### src/rtl/pipelined_adder.sv
// Pipelined ripple-carry adder/subtractor with valid/ready flow control.
// Optional signed saturation of Sum on overflow: define PIPELINED_ADDER_SAT_EN.
module pipelined_adder #(
    parameter int unsigned N     = 16,
    parameter int unsigned CHUNK = 4
) (
    input  logic         clk,
    input  logic         rst,
    input  logic         in_valid,
    output logic         in_ready,
    input  logic [N-1:0] A,
    input  logic [N-1:0] B,
    input  logic         Cin,
    input  logic         sub,
    output logic         out_valid,
    input  logic         out_ready,
    output logic [N-1:0] Sum,
    output logic         Cout,
    output logic         Ovf
);
    localparam int unsigned STAGES = (N + CHUNK - 1) / CHUNK;
    localparam int unsigned LAST   = STAGES - 1;

    logic         v_q   [STAGES];
    logic [N-1:0] a_q   [STAGES];
    logic [N-1:0] b_q   [STAGES];
    logic [N-1:0] s_q   [STAGES];
    logic         c_q   [STAGES];
    logic         ovf_q;

    logic [N-1:0] src_a [STAGES];
    logic [N-1:0] src_b [STAGES];
    logic [N-1:0] src_s [STAGES];
    logic         src_c [STAGES];

    logic [N-1:0] a_d   [STAGES];
    logic [N-1:0] b_d   [STAGES];
    logic [N-1:0] s_d   [STAGES];
    logic         c_d   [STAGES];
    logic         ovf_d;

    logic         adv;

    // Whole pipeline moves together; a stalled output freezes every stage.
    assign adv       = !out_valid || out_ready;
    assign in_ready  = adv;
    assign out_valid = v_q[LAST];
    assign Sum       = s_q[LAST];
    assign Cout      = c_q[LAST];
    assign Ovf       = ovf_q;

    // Stage inputs: subtraction enters as A + ~B + 1.
    always_comb begin
        src_a[0] = A;
        src_b[0] = sub ? ~B : B;
        src_s[0] = '0;
        src_c[0] = sub | Cin;
        for (int unsigned k = 1; k < STAGES; k++) begin
            src_a[k] = a_q[k-1];
            src_b[k] = b_q[k-1];
            src_s[k] = s_q[k-1];
            src_c[k] = c_q[k-1];
        end
    end

    // Each stage ripples its own chunk; carry into the MSB is kept for Ovf.
    always_comb begin
        logic cy;
        logic cm;
        cy    = 1'b0;
        cm    = 1'b0;
        ovf_d = 1'b0;
        for (int unsigned k = 0; k < STAGES; k++) begin
            a_d[k] = src_a[k];
            b_d[k] = src_b[k];
            s_d[k] = src_s[k];
            cy     = src_c[k];
            for (int unsigned i = 0; i < N; i++) begin
                if (i >= k * CHUNK && i < (k + 1) * CHUNK) begin
                    if (i == N - 1) cm = cy;
                    s_d[k][i] = a_d[k][i] ^ b_d[k][i] ^ cy;
                    cy        = (a_d[k][i] & b_d[k][i]) | (cy & (a_d[k][i] ^ b_d[k][i]));
                end
            end
            c_d[k] = cy;
        end
        ovf_d = cm ^ c_d[LAST];
`ifdef PIPELINED_ADDER_SAT_EN
        // On overflow both effective operands share a sign, which is the true result's sign.
        if (ovf_d) begin
            s_d[LAST] = a_d[LAST][N-1] ? {1'b1, {(N-1){1'b0}}} : {1'b0, {(N-1){1'b1}}};
        end
`endif
    end

    always_ff @(posedge clk or posedge rst) begin
        if (rst) begin
            for (int unsigned k = 0; k < STAGES; k++) begin
                v_q[k] <= 1'b0;
                a_q[k] <= '0;
                b_q[k] <= '0;
                s_q[k] <= '0;
                c_q[k] <= 1'b0;
            end
            ovf_q <= 1'b0;
        end else if (adv) begin
            v_q[0] <= in_valid;
            for (int unsigned k = 1; k < STAGES; k++) begin
                v_q[k] <= v_q[k-1];
            end
            for (int unsigned k = 0; k < STAGES; k++) begin
                a_q[k] <= a_d[k];
                b_q[k] <= b_d[k];
                s_q[k] <= s_d[k];
                c_q[k] <= c_d[k];
            end
            ovf_q <= ovf_d;
        end
    end

endmodule

### config.mk
export PLATFORM = sky130hd
export DESIGN_NAME = pipelined_adder
export DESIGN_NICKNAME = d
export VERILOG_FILES = /design/src/rtl/pipelined_adder.sv
export SDC_FILE = /design/constraint.sdc
export NUM_CORES = 1
export LEC_CHECK = 0
export CAP_MARGIN = 5
export CORE_MARGIN = 4
export CORE_UTILIZATION = 55
export CTS_BUF_LIST = sky130_fd_sc_hd__clkbuf_2
export CTS_CLUSTER_DIAMETER = 80
export DETAILED_ROUTE_END_ITERATION = 12
export PLACE_DENSITY = 0.9
export REMOVE_ABC_BUFFERS = 1
export SYNTH_ARGS = -nofsm -noshare
export SYNTH_HDL_FRONTEND = slang
export SYNTH_SLANG_ARGS = --single-unit
### constraint.sdc
create_clock -name clk -period 4.3 [get_ports clk]
set_input_delay 0.86 -clock clk [delete_from_list [all_inputs] [get_ports clk]]
set_output_delay 0.86 -clock clk [all_outputs]
set_load 0.01 [all_outputs]
# Word level (Yosys, flattened, before mapping)
# Index checks and enable logic that the tools add are counted.
# W data, S select, Z words.
[totals]
inputBits = 38
out_inout_bits = 20
reg_bits = 145
wordCells = 105
[op_classes]
n_mux = 1
bitwise_logic = 83
n_reduce_logical = 2
[ops]
columns = ["operator", "count"]
rows = [
  ["$xor A1 B1 Y1", 33],
  ["$and A1 B1 Y1", 32],
  ["$or A1 B1 Y1", 17],
  ["$mux W16", 1],
  ["$not A16 Y16", 1],
  ["$logic_not A1 Y1", 1],
  ["$logic_or A1 B1 Y1", 1],
]

# Logic depth before layout (Yosys ltp)
# Gate-level depths: netlist of run 1.
[depth]
depth_word = 11
ltp_mapped = 10
ltp_nobuf = 9

# Least setup slack after synthesis of run 1
# Ideal clock, no wire load.
[synth_path]
kind = "input-to-reg"
start = "input sub"
end = "register s_q (netlist bit s_d[35])"
setup_ns = 0.125
t_arrival_ns = 3.120
path_slack_ns = 1.056
path_buffers = 2
required_time_ns = 4.175
path_stages = 10
path_cell_list = "buf_2 buf_4 xor2_1 fa_1 inv_1 fa_1 fa_1 inv_1 fa_1 mux2_2"
[synth_rtl]
columns = ["element", "line", "source"]
rows = [
  ["from (decl)", "14", "input logic sub,"],
  ["to (signal, indexed assignment)", "114", "s_q[k] <= s_d[k];"],
  ["to (decl)", "27", "logic [N-1:0] s_q [STAGES];"],
]

# Worst setup path after layout of run 1
[layout_path]
start = "input out_ready"
end = "output in_ready"
[layout_between]
elab_chain_len = 1
[layout_rtl]
columns = ["element", "line", "source"]
rows = [
  ["from (decl)", "16", "input logic out_ready,"],
  ["$logic_or A1 B1 Y1", "45", "assign adv = !out_valid || out_ready;"],
  ["to (decl)", "10", "output logic in_ready,"],
]
# Every way passes these cells.

==> results, run 1 <==
- The flow ran to the end, and the final reports show no timing, DRC or antenna violations.
- After clock tree synthesis, the flow added hold-fix buffers numbering 0.
- between 50 and 60 I/O pins were placed.
- The worst reg-to-reg setup slack is 2000 ps.
- The number of max-capacitance violations reported is 0.
- Across every metal layer, demand over resource in global routing totals between 10% and 20%.
- The ratio of cells with drive above 1 in the final layout is a little under a third.
- The worst register-to-register path begins at a_d[12]$_DFFE_PP0P_.
- The design draws around 0.0032 W.
- The area growth from synthesis to layout is 17.5%.
- The maximum net fanout on the critical path is 28.
- Buffers inserted during clock tree synthesis total 9.
- The height of the die is ~96 µm.
- For the worst flop-to-flop path, the logic depth is 9.
- In this run the tool buffered the top-level ports with between 50 and 60 buffer cells.
- Timing would allow up to about 0.30 GHz.
- The path with the worst hold slack has its endpoint at out_valid$_DFFE_PP0P_.
- At the end of routability-driven placement, the weighted congestion stood at 0.742.
- Detailed routing placed a total of ~3500 µm of wire on met2.
- The number of instances resized during post-cts repair is 0.
- The register clock-pin slew on the reported worst setup and hold paths is 230 ps.
- In the finished design, the share of the clock period the worst path needs comes to between 70% and 80%.
- The number of sinks handled by clock tree synthesis is 97.
- The worst setup skew after layout is between 20 and 25 ps.
- Clock tree synthesis selected as its root buffer the cell clkbuf_2.
- The worst slew slack as a fraction of its limit is 41.2%.
- The final-report max-slew violation count came to 0.
- The data arrival time of the critical path is around 2500 ps.
- Yosys printed 0 warnings.
- The highest layer touched by signal routing is met4.
- The startpoint of the worst hold path is v_q[1]$_DFFE_PP0P_.
- The die width is 95.7 µm.
- The cell area that synthesis handed to floorplanning was 0.00423 mm².
- By area the synthesized netlist is led by dfrtp_1 57%, mux2_2 21%, fa_1 7.6%.
- The estimated wirelength of the detail-placed design is approximately 4800 µm.
- The number of routed nets with antenna violations is 0.
- The first global-routing pass estimated roughly 12000 µm of wire.
- The final layout contains 392 nets.
- The floorplan has 31 rows.
- Counting I/O delays and the setup requirement, the final critical path takes roughly 3400 ps.
- The hold-critical path depth is 1.
- In this run, distinct cell masters in the synthesized netlist total 17.
- The floorplan step defined a die boundary enclosing around 0.0091 mm².
- The post-synthesis average cell area is ~15 µm².
- The count of routing violations after the opening detailed-route iteration is between 90 and 100.
- The critical path capture point type is a primary output.
- The deepest clock path buffer count is 2.
- The antenna cell count is 0.
- Setup repair after global routing left no endpoint under its margin.
- After detailed routing, the total wire length is roughly 6800 µm.
- The aggregate global routing overflow is 0.
- The synthesized design devotes to its leading area cell type 57.4% of total area.
- The count of final setup violators is 0.
- In this run the post-CTS setup repair buffer count came out at 0.
- The filler cells instantiated in the layout total between 500 and 600.
- The hold violation count in the final report was 0.
- Data on the critical path is required at its endpoint by ~3400 ps.
- The via count of the first global-routing pass is approximately 2.4k.
- The number of iterations in the first detailed-routing pass is 4.
- The per-cell via count in the routed design is just over 5.
- The detailed router put a total of 2880 µm of wire on met1.
- In this run the power density over the cells is about 650 mW/mm².
- The initial antenna violation count is 0.
- The final-layout setup total negative slack is 0 ps.
- The DRC violations left is 0.
- The detailed router placed about 2.2k vias in this run.
- The maximum number of pins on one net before global-route repair is a little over 70.
- CTS built an H-tree with a depth of 3.
- Counting flops and latches in the post-synthesis netlist gives 97.
- VDD sags by at most about 0.0004 V.
- The worst setup path is launched from an input port.
- At the pin with the least slew margin, the transition time is slightly below 900 ps.
- The analysis attributes to cell leakage a power of between 2 and 2.5 nW.
- After detailed routing, the average wire length per cell comes to around 15 µm.
- TritonCTS built the clock tree.
- The category of the most critical setup path is in -> out.
- Synthesis handed over a netlist of between 200 and 300 instances.
- Summing the sequential cell areas from Yosys gives between 50% and 60% of the chip area.
- The core region is around 0.0074 mm².
- The routed length on met3 is between 200 and 300 µm.
- In this run the critical register-to-register path is captured at Ovf$_DFFE_PP0P_.
- The starting density of the core is 57.3%.
- The source-to-sink clock delay at the later pin of the worst-skew pair is 510 ps.
- Summed over all instances, the cell type with the most area after synthesis is dfrtp_1.
- The path class of the tightest hold or removal check is reg -> reg.
==> layer usage <==
| layer | vias up | GRT usage, % |
|---|---|---|
| li1 | 1039 | - |
| met5 | - | 0 |
| met3 | 10 | 3.63 |
| met4 | 0 | 5.69 |
| met2 | 41 | 27.5 |
| met1 | 1147 | 22.0 |
==> flip-flops by register name, indices dropped and copies added, names as in the netlist <==
signal / count
v_q: 3
b_d: 24
s_d: 24
c_q: 3
Ovf: 1
out_valid: 1
Cout: 1
a_d: 24
Sum: 16
==> power by group <==
part / switching, W / internal (W) / leakage [nW]
clock network: 0.000284 / 0.000128 / 0.0635
registers: 0.000236 / 0.00132 / 1.12
logic: 0.000492 / 0.000758 / 0.979
total: 0.00101 / 0.00220 / 2.16
==> critical path: stages <==
cell and delay, ps:
clkdlybuf4s50_1 460, buf_4 190, nand2b_4 380, clkdlybuf4s50_1 610
==> through the flow <==
stage               util, %  cell area [µm²]  hold slack, ps  worst slack [ps]  std cells
finish                 67.4             4960             490               935        441
global route           67.4             4960             535               867        441
CTS                    67.4             4960             491               933        441
detailed placement     65.9             4860             443               731        426
global placement       65.9             4860             443               792        426
floorplan                 -             4130             430               906        265
==> synthesized netlist by cell type <==
cell type / instances
nor3b_1: 10
or2_2: 1
xor2_1: 12
buf_2: 8
mux2_2: 79
mux2_4: 4
a21oi_1: 10
nand2b_1: 1
xnor2_1: 5
buf_6: 4
mux2i_1: 3
fa_1: 16
inv_1: 26
dfrtp_1: 97
buf_4: 1
clkbuf_1: 2
nand2b_4: 1
==> worst max-delay path by stage <==
stage	startpoint	end	slack, ps	cells after the start
finish	out_ready	in_ready	940	4
CTS	out_ready	in_ready	930	4
detailed placement	sub	s_d[35]$_DFFE_PP0P_	730	8
global placement	sub	s_d[35]$_DFFE_PP0P_	790	8
floorplan	rst	Cout$_DFFE_PP0P_	910	1
global route	out_ready	in_ready	870	4
==> cells in the final DEF, fill, tap and decap left out, types with 2 or more instances in the layout <==
cell type,netlist,layout
clkbuf_2,0,9
mux2i_1,3,3
xor2_1,12,12
xnor2_1,5,5
clkinv_2,0,3
nor3b_1,10,10
mux2_4,4,4
dfrtp_1,97,97
fa_1,16,16
clkdlybuf4s50_1,0,57
mux2_2,79,79
a21oi_1,10,10
clkinvlp_4,0,2
inv_1,26,25
buf_4,1,5
==> cell families (layout without fill, tap and decap cells) <==
family | Yosys count | after routing | share of synthesized area [%]
adder cells (fa/ha/maj) | 16 | 16 | 7.58
XOR/XNOR | 17 | 17 | 3.52
flip-flops | 97 | 97 | 57.4
AO/OA/AOI/OAI | 10 | 10 | 1.18
AND/OR/NAND/NOR | 13 | 13 | 2.40
multiplexers | 86 | 86 | 23.2
buffers and inverters | 41 | 103 | 4.68
==> layout make-up <==
cell class	instances	area, µm²	area share [%]
Timing Repair Buffer	62	608	12.2
Sequential cell	97	2430	48.9
Multi-Input combinational cell	142	1600	32.2
Clock buffer	9	45.0	0.907
Tap cell	99	124	2.49
Clock inverter	6	60.1	1.21
Inverter	26	100	2.02
No activity file was read; power rests on OpenSTA's default activity.
==> inputs of run 2 (changes only) <==
Clock period 4.3 ns to 3.25 ns, I/O delays scaled along.
==> results, run 2 (same netlist as run 1, synthesis figures left out) <==
- The flow ran to the end, and the final reports show no timing, DRC or antenna violations.
- The number of nets in the layout is 392 (unchanged).
- The highest achievable clock rate is between 0.3 and 0.4 GHz.
- The area of the core came to 0.00737 mm² (unchanged).
- The final-report max-slew violation count is 0 (unchanged).
- The post-CTS setup buffer count was 0 (unchanged).
- The starting density of the core came to 57.3% (unchanged).
- The worst setup skew after layout is 33.7 ps (+11.7 ps).
- The final cell utilization of the core is 68.2% (+0.83 points).
- The number of buffers inserted by port buffering was 57 (unchanged).
- The aggregate global routing overflow was 0 (unchanged).
- The slew of the pin with the lowest slew margin came to 520 ps (-361 ps).
- The number of iterations in the first detailed-routing pass is 4 (unchanged).
- The deepest clock path buffer count is 2 (unchanged).
- The global-route wire length before repair is 11000 µm (-4.0%).
- The via count of the first global-routing pass is 2355 (-3.6%).
- The number of placed instances, taps included is 426 (unchanged).
- The library cell used most frequently in the layout, excluding fill and tap cells, is dfrtp_1.
- In the layout the commonest cells are 97 x dfrtp_1, 79 x mux2_2, 57 x clkdlybuf4s50_1, 25 x inv_1, 16 x fa_1.
- The number of CTS-inserted buffers came to 9 (unchanged).
- The source-to-sink clock delay at the later pin of the worst-skew pair was 540 ps (+30 ps).
- The ratio of cells with drive above 1 in the final layout is 31.2% (+0.20 points).
- The hold violation count in the final report came to 0 (unchanged).
- Setup repair after global routing left no endpoint under its margin.
- The antenna cell count was 0 (unchanged).
- The worst slew slack as a fraction of its limit is 65.3% (+24 points).
- The number of max-capacitance violations reported is 0 (unchanged).
- The register clock-pin slew on the reported worst setup and hold paths is 270 ps (+40 ps).
- The die area was 0.00915 mm² (unchanged).
- The ratio of total power to cell area is 864 mW/mm² (+33%).
- The number of inserted filler cells in the final layout is 535 (+0.38%).
- The path category of the worst min-delay check is in -> async.
- The cts-stage hold buffer count is 0 (unchanged).
- The maximum number of pins on one net before global-route repair is 98 (+36%).
- The routed wire length is 6490 µm (-4.4%).
- The number of vias after detailed routing is 2255 (+0.80%).
- The number of sinks handled by clock tree synthesis is 97 (unchanged).
- The number of instances resized during post-cts repair is 0 (unchanged).
- The combined global-route utilization of all metal layers is 15.9% (-0.74 points).
- The number of levels in the clock H-tree was 3 (unchanged).
- The static leakage is 2.19 nW (+0.97%).
- The number of cell rows came to 31 (unchanged).
- The area taken by flip-flops and latches is 0.00243 mm² (unchanged).
- The data arrival time of the critical path is 3220 ps (+720 ps).
- The critical path is of the in -> reg type.
- The count of routing violations after the opening detailed-route iteration is 117 (+24%).
- The worst path required time was 3710 ps (+270 ps).
- The maximum net fanout on the critical path is 3 (-89%).
- The tightest hold margin is 444 ps (-45.8 ps).
- The CTS tree is done.
- The die width was 95.7 µm (unchanged).
- The clock tree root driver cell is clkbuf_2.
- The estimated wirelength of the detail-placed design was 4440 µm (-8.0%).
- The per-cell via count in the routed design came to 5.10 (+0.58%).
- The initial antenna violation count is 0 (unchanged).
- The detail-routed net length per standard cell is 14.7 µm (-4.6%).
- The worst reg-to-reg setup slack is 930 ps (-1070 ps).
- The count of final setup violators is 0 (unchanged).
- The area taken by multi-input logic gates is 0.00160 mm² (unchanged).
- The worst ir drop on vdd is 0.000400 V (+1.7%).
- The number of non-filler instances in the completed layout was 442 (+0.23%).
- The area growth from synthesis to layout is 19.0%.
- The number of top-level pins came to 58 (unchanged).
- The final critical-path required period is about 2800 ps.
- The DRC violations left is 0 (unchanged).
- The final weighted congestion in routability-driven placement was 0.736 (-0.89%).
- The worst setup path is captured at a register.
- Of the available clock period, the critical path in the final layout requires 85.1%.
- The height of the die is 95.7 µm (unchanged).
- The number of routed nets with antenna violations was 0 (unchanged).
- The worst setup path is launched from an input port.
[run 2: final cells by class]
cell class | instances | area share (%)
flip-flops and latches | 97 | 48.3
multi-input cells | 142 | 31.8
repair buffers | 62 | 12.6
well taps | 99 | 2.46
inverters | 26 | 1.99
clock inverters | 6 | 1.82
clock buffers | 10 | 0.996
[run 2: through the flow]
| stage | setup TNS (ps) | power, W | instance area [µm²] | setup slack (ps) |
|---|---|---|---|---|
| 2_1_floorplan | 0 | 0.00314 | 4130 | 66.3 |
| 3_3_place_gp | -62.9 | 0.00366 | 4880 | -62.9 |
| 3_5_place_dp | -119 | 0.00377 | 4880 | -119 |
| 4_1_cts | 0 | 0.00442 | 5030 | 496 |
| 5_1_grt | 0 | 0.00469 | 5030 | 430 |
| 6_report | 0 | 0.00434 | 5030 | 485 |
[run 2: power breakdown]
group	internal, W	switching, W	total (W)
logic	0.00101	0.000639	0.00165
registers	0.00174	0.000303	0.00205
clock network	0.000259	0.000392	0.000651
[run 2: path summary, 6_finish.rpt]
check                      cells after the start               start                    end
max reg2reg                                    9  c_q[1]$_DFFE_PP0P_        Ovf$_DFFE_PP0P_
max                                            9                 sub    s_d[35]$_DFFE_PP0P_
min                                            2                 rst    Sum[11]$_DFFE_PP0P_
max in group asynchronous                      3                 rst    b_d[47]$_DFFE_PP0P_
min in group clk                               1  v_q[1]$_DFFE_PP0P_  out_valid$_DFFE_PP0P_
min reg2reg                                    1  v_q[1]$_DFFE_PP0P_  out_valid$_DFFE_PP0P_
[run 2: worst max-delay path, stage by stage]
cell and delay (ps):
clkdlybuf4s50_1 610, xor2_1 220, fa_1 200, inv_1 50, fa_1 380, fa_1 370
inv_1 80, fa_1 390, mux2_2 270
[run 2: per-layer routing]
metal | up-vias | track usage [%] | wire length [µm]
met5 | - | 0 | 0
met3 | 12 | 2.84 | 245
li1 | 1040 | - | -
met1 | 1164 | 21.8 | 2910
met2 | 39 | 25.5 | 3220
met4 | 0 | 6.04 | 107
